### src/rtl/axis_if.sv
// AXI4-Stream handshake bundle.
// master drives data/valid, slave drives ready.
interface axis_if #(
  parameter int DATA_WIDTH = 32
);
  logic [DATA_WIDTH-1:0] data;
  logic                  valid;
  logic                  ready;

  modport master (
    output data,
    output valid,
    input  ready
  );

  modport slave (
    input  data,
    input  valid,
    output ready
  );
endinterface

### src/rtl/axis_reg_fifo.sv
// AXI4-Stream elastic buffer: registered output word
// plus a small ring, registered in_ready.
module axis_reg_fifo #(
  parameter int DATA_WIDTH = 32,
  parameter int DEPTH      = 4,
  parameter int CNT_WIDTH  = $clog2(DEPTH) + 1
) (
  input  logic                 aclk,
  input  logic                 aresetn,
  axis_if.slave                in_s,
  axis_if.master               out_m,
  output logic [CNT_WIDTH-1:0] count
);
  localparam int AW = (DEPTH > 2) ? $clog2(DEPTH - 1) : 1;
  localparam logic [AW-1:0] PTR_LAST = AW'(DEPTH - 2);
  localparam logic [CNT_WIDTH-1:0] FULL = CNT_WIDTH'(DEPTH);
  localparam logic [CNT_WIDTH-1:0] ONE = CNT_WIDTH'(1);

  logic [DATA_WIDTH-1:0] mem_q [0:DEPTH-2];
  logic [DATA_WIDTH-1:0] data_q, data_d;
  logic                  valid_q, valid_d;
  logic                  ready_q, ready_d;
  logic [CNT_WIDTH-1:0]  cnt_q, cnt_d;
  logic [AW-1:0]         rd_q, rd_d;
  logic [AW-1:0]         wr_q, wr_d;
  logic                  push, pop;
  logic                  arr_empty;
  logic                  we;

  function automatic logic [AW-1:0] inc(
    input logic [AW-1:0] p
  );
    return (p == PTR_LAST) ? '0 : p + 1'b1;
  endfunction

  assign push      = in_s.valid & ready_q;
  assign pop       = valid_q & out_m.ready;
  assign arr_empty = (cnt_q <= ONE);

  // Next state: bypass into the output word when
  // the ring is empty, otherwise go through the ring.
  always_comb begin
    data_d  = data_q;
    valid_d = valid_q;
    cnt_d   = cnt_q;
    rd_d    = rd_q;
    wr_d    = wr_q;
    we      = 1'b0;
    unique case ({push, pop})
      2'b10: begin
        cnt_d = cnt_q + ONE;
        if (!valid_q) begin
          data_d  = in_s.data;
          valid_d = 1'b1;
        end else begin
          we   = 1'b1;
          wr_d = inc(wr_q);
        end
      end
      2'b01: begin
        cnt_d = cnt_q - ONE;
        if (arr_empty) begin
          valid_d = 1'b0;
        end else begin
          data_d = mem_q[rd_q];
          rd_d   = inc(rd_q);
        end
      end
      2'b11: begin
        if (arr_empty) begin
          data_d = in_s.data;
        end else begin
          data_d = mem_q[rd_q];
          rd_d   = inc(rd_q);
          we     = 1'b1;
          wr_d   = inc(wr_q);
        end
      end
      default: ;
    endcase
    ready_d = (cnt_d < FULL);
  end

  // Control and output registers.
  always_ff @(posedge aclk) begin
    if (!aresetn) begin
      data_q  <= '0;
      valid_q <= 1'b0;
      ready_q <= 1'b0;
      cnt_q   <= '0;
      rd_q    <= '0;
      wr_q    <= '0;
    end else begin
      data_q  <= data_d;
      valid_q <= valid_d;
      ready_q <= ready_d;
      cnt_q   <= cnt_d;
      rd_q    <= rd_d;
      wr_q    <= wr_d;
    end
  end

  // Ring storage, written only on an accepted word.
  always_ff @(posedge aclk) begin
    if (aresetn && we) begin
      mem_q[wr_q] <= in_s.data;
    end
  end

  assign in_s.ready  = ready_q;
  assign out_m.data  = data_q;
  assign out_m.valid = valid_q;
  assign count       = cnt_q;
endmodule

### src/flat_wrapper.sv
// flat-port wrapper written by rule: the top's interface ports become plain ports
module axis_reg_fifo_flat 
#(
  parameter int DATA_WIDTH = 32,
  parameter int DEPTH      = 4,
  parameter int CNT_WIDTH  = $clog2(DEPTH) + 1
)
  (aclk, aresetn, count, in_s_data, in_s_valid, in_s_ready, out_m_data, out_m_valid, out_m_ready);
  axis_if #(.DATA_WIDTH(DATA_WIDTH)) in_s_i ();
  axis_if #(.DATA_WIDTH(DATA_WIDTH)) out_m_i ();
  input  logic aclk;
  input  logic aresetn;
  output logic [CNT_WIDTH-1:0] count;
  input wire logic [$bits(in_s_i.data)-1:0] in_s_data;
  input wire logic [$bits(in_s_i.valid)-1:0] in_s_valid;
  output wire logic [$bits(in_s_i.ready)-1:0] in_s_ready;
  output wire logic [$bits(out_m_i.data)-1:0] out_m_data;
  output wire logic [$bits(out_m_i.valid)-1:0] out_m_valid;
  input wire logic [$bits(out_m_i.ready)-1:0] out_m_ready;
  assign in_s_i.data = in_s_data;
  assign in_s_i.valid = in_s_valid;
  assign in_s_ready = in_s_i.ready;
  assign out_m_data = out_m_i.data;
  assign out_m_valid = out_m_i.valid;
  assign out_m_i.ready = out_m_ready;
  axis_reg_fifo #(.DATA_WIDTH(DATA_WIDTH), .DEPTH(DEPTH), .CNT_WIDTH(CNT_WIDTH)) u_core (.aclk(aclk), .aresetn(aresetn), .in_s(in_s_i), .out_m(out_m_i), .count(count));
endmodule
### config.mk
export PLATFORM = sky130hd
export DESIGN_NAME = axis_reg_fifo_flat
export DESIGN_NICKNAME = d
export VERILOG_FILES = /design/src/rtl/axis_if.sv /design/src/rtl/axis_reg_fifo.sv /design/src/flat_wrapper.sv
export SDC_FILE = /design/constraint.sdc
export NUM_CORES = 1
export LEC_CHECK = 0
export ABC_AREA = 1
export CAP_MARGIN = 30
export CORE_MARGIN = 10
export CORE_UTILIZATION = 50
export CTS_CLUSTER_DIAMETER = 30
export DETAILED_ROUTE_END_ITERATION = 7
export PLACE_DENSITY = 0.76
export SLEW_MARGIN = 10
export SYNTH_ARGS = -nofsm -noshare
export SYNTH_HDL_FRONTEND = slang
export SYNTH_SLANG_ARGS = --single-unit
### constraint.sdc
create_clock -name aclk -period 5.2 [get_ports aclk]
set_input_delay 0.52 -clock aclk [delete_from_list [all_inputs] [get_ports aclk]]
set_output_delay 0.52 -clock aclk [all_outputs]
set_load 0.01 [all_outputs]
==> impl_metrics.py <==
metrics = {
    "status": {
        "outcome": "finished, final reports clean",
    },
    "synth": {
        "synth_top_area_share_pct": 49.42,
        "synthCells": 597,
        "yosys.cell_count.top_type": "nand2_1",
        "synth.area.top_cells": "edfxtp_1, dfxtp_1, nand2_1",
        "ys.flop_type": "edfxtp_1",
        "synth-async-reset-ratio_pct": 0,
        "netlist_area_mm2": 0.005833,
        "yosys_warnings": 0,
        "ys_seq_area_share_pct": 64.18,
        "synthTopCellsByCount": "nand2_1, nor2_1, edfxtp_1, dfxtp_1, nand3_1",
        "ys_types": 25,
        "synth_seq_cells": 139,
        "avgSynthCellArea_um2": 9.771,
        "syn_nets": 639,
        "synth-edff-count": 96,
        "yosysTopAreaCell": "edfxtp_1",
    },
    "detailed_routing": {
        "num_vias": 4242,
        "via_per_inst": 5.161,
        "ant_nets": 0,
        "drt_first_iter_violations": 387,
        "wirelength_um": 12980,
        "drc": 0,
        "first_pass_iters": 5,
        "wl_per_cell_um": 15.79,
    },
    "sta": {
        "rsz0062_at_grt": "false",
        "hold_ws_ns": 0.5025,
        "tightest_slew_ns": 0.7783,
        "slew_viol_final": 0,
        "hold_viol_final": 0,
        "fin_crit_ns": 2.600,
        "finalSetupViolations": 0,
        "worst_slack_ns": 2.600,
        "fin_crit_sh_pct": 49.99,
        "clock.fmax_ghz": 0.3847,
        "finalSetupTns_ns": 0,
        "slew_headroom_pct": 48.12,
        "clock_skew_ns": 0.005169,
    },
    "clocking": {
        "cts-htree-levels": 4,
        "clk_latency_ns": 0.41,
        "cts_buffers": 17,
        "clock-sinks": 139,
        "postCtsSetupRepairBufs": 0,
        "ctsHoldBuffers": 0,
        "ctsResizeCount": 0,
        "cts-root-buf": "clkbuf_16",
        "cts_tree": "yes",
        "cts_buffer_depth": 2,
        "clk_pin_slew_ns": 0.06,
    },
    "pwr": {
        "finalPower_w": 0.002746,
        "p_leak_nw": 2.919,
        "max-vdd-ir-drop_uv": 187.2,
        "powerDensity_mw_per_mm2": 375.4,
    },
    "placed_design": {
        "pre_cts_slack_ns": 2.112,
        "place_congestion": 0.8103,
        "place.port_buffers": 72,
        "place_hpwl_um": 7732,
    },
    "global_route": {
        "first_global_vias": 4144,
        "overflow": 0,
        "grt_pass1_wl_um": 20660,
        "grt_max_degree": 65,
        "grt_usage_pct": 15.67,
        "antenna_found_initial": 0,
    },
    "worst_setup_path": {
        "cp.arrival_ns": 2.72,
        "end_kind": "register",
        "path_max_fanout": 17,
        "path_class": "input pin to register",
        "start_kind": "input pin",
        "required_ns": 5.32,
    },
    "floorplan": {
        "die_w_um": 128.0,
        "core_mm2": 0.01142,
        "ios": 73,
        "initial_core_util_pct": 51.08,
        "rows": 39,
        "fp.dieH_um": 128.0,
        "die_area_mm2": 0.01639,
    },
    "final_layout": {
        "diodes": 0,
        "fillerInstances": 898,
        "area_delta_synth_final_pct": 25.42,
        "drive_gt1_share_pct": 11.63,
        "layout.nets": 708,
    },
    "hold_path": {
        "min_path_type": "register to register",
    },
    "flow_run": {
        "maxCapViolCount": 0,
    },
}
==> layer usage <==
layer	global-route usage, %	vias up	part of all wire (%)
li1	-	2095	-
met1	18.49	2005	41
met2	25.98	130	52
met3	5.294	12	5.9
met4	5.762	0	1.1
met5	0	-	0
==> flip-flops by register name, summed over array words and instances, names as in the netlist, named ones only <==
register            flops
u_core.mem_q           96
u_core.out_m.data      32
u_core.count            3
u_core.rd_q             2
u_core.wr_q             2
u_core.in_s.ready       1
u_core.out_m.valid      1
==> cell families after synthesis <==
family                     share of synthesized area (%)
DFF                                                64.18
and+or+nand+nor                                    25.65
buffers and inverters                              4.547
AOI/OAI and AO/OA                                  4.333
adders and majority gates                          1.287
==> cells in the final DEF, fill, tap and decap left out <==
cell type / Yosys / final
clkbuf_1: 8 / 3
buf_12: 0 / 2
nor2_8: 1 / 1
nor2_2: 1 / 1
buf_4: 3 / 3
clkinvlp_4: 0 / 3
buf_8: 0 / 1
nor2_4: 1 / 3
o211a_1: 1 / 1
clkbuf_16: 0 / 20
o21ai_0: 27 / 27
nand3_1: 33 / 33
nand2_2: 4 / 4
edfxtp_1: 96 / 96
clkbuf_8: 0 / 1
o21ai_1: 12 / 12
clkdlybuf4s50_1: 0 / 72
inv_1: 14 / 14
clkinv_4: 0 / 2
inv_2: 4 / 4
buf_16: 0 / 1
or2_2: 29 / 29
o211ai_1: 1 / 1
nor3_2: 0 / 1
nor2_1: 104 / 102
nor3_1: 2 / 1
dfxtp_1: 43 / 43
bufinv_16: 0 / 3
a21oi_1: 8 / 8
nand2_1: 178 / 178
or2_0: 3 / 3
ha_1: 6 / 6
==> critical path, stage by stage <==
cell             delay (ns)
clkdlybuf4s50_1        0.45
nand2_1                0.11
inv_1                  0.14
ha_1                   0.25
nand2_1                0.12
nand2_1                0.11
nand3_1                0.25
nor2_4                 0.53
buf_16                 0.22
==> path summary, 6_finish.rpt <==
kind	start	endpoint	slack (ns)	depth (start not counted)
hold / removal	u_core.rd_q[0]$_SDFFE_PN0N_	u_core.rd_q[1]$_SDFFE_PN0N_	0.50	2
setup / recovery	in_s_valid	u_core.mem_q[1][6]$_DFFE_PP_	2.60	9
setup reg to reg	u_core.in_s.ready$_SDFF_PN0_	u_core.mem_q[1][6]$_DFFE_PP_	2.83	8
hold reg to reg	u_core.rd_q[0]$_SDFFE_PN0N_	u_core.rd_q[1]$_SDFFE_PN0N_	0.50	2
==> stage by stage <==
stage	cell area, um^2	instances	util [%]
after floorplan	5833	597	-
after global placement	6578	786	57.60
after detailed placement	6593	787	57.74
after CTS	7248	819	63.48
after global routing	7316	822	64.07
final	7316	822	64.07
==> where the power goes <==
| group | switching, W | total [W] | internal, W |
|---|---|---|---|
| Combinational | 0.000112 | 0.000215 | 0.000103 |
| Sequential | 0.0000168 | 0.00123 | 0.00121 |
| Clock | 0.000448 | 0.00130 | 0.000855 |
| Total | 0.000577 | 0.00275 | 0.00217 |
==> layout make-up <==
type / instances / area [um^2] / area share [%]
clock buffers: 24 / 525.5 / 7.183
clock inverters: 8 / 130.1 / 1.779
inverters: 18 / 67.56 / 0.9236
multi-input cells: 411 / 1844 / 25.21
flip-flops and latches: 139 / 3744 / 51.17
well taps: 143 / 178.9 / 2.446
repair buffers: 79 / 825.8 / 11.29
(Power assumes the default switching activity.)
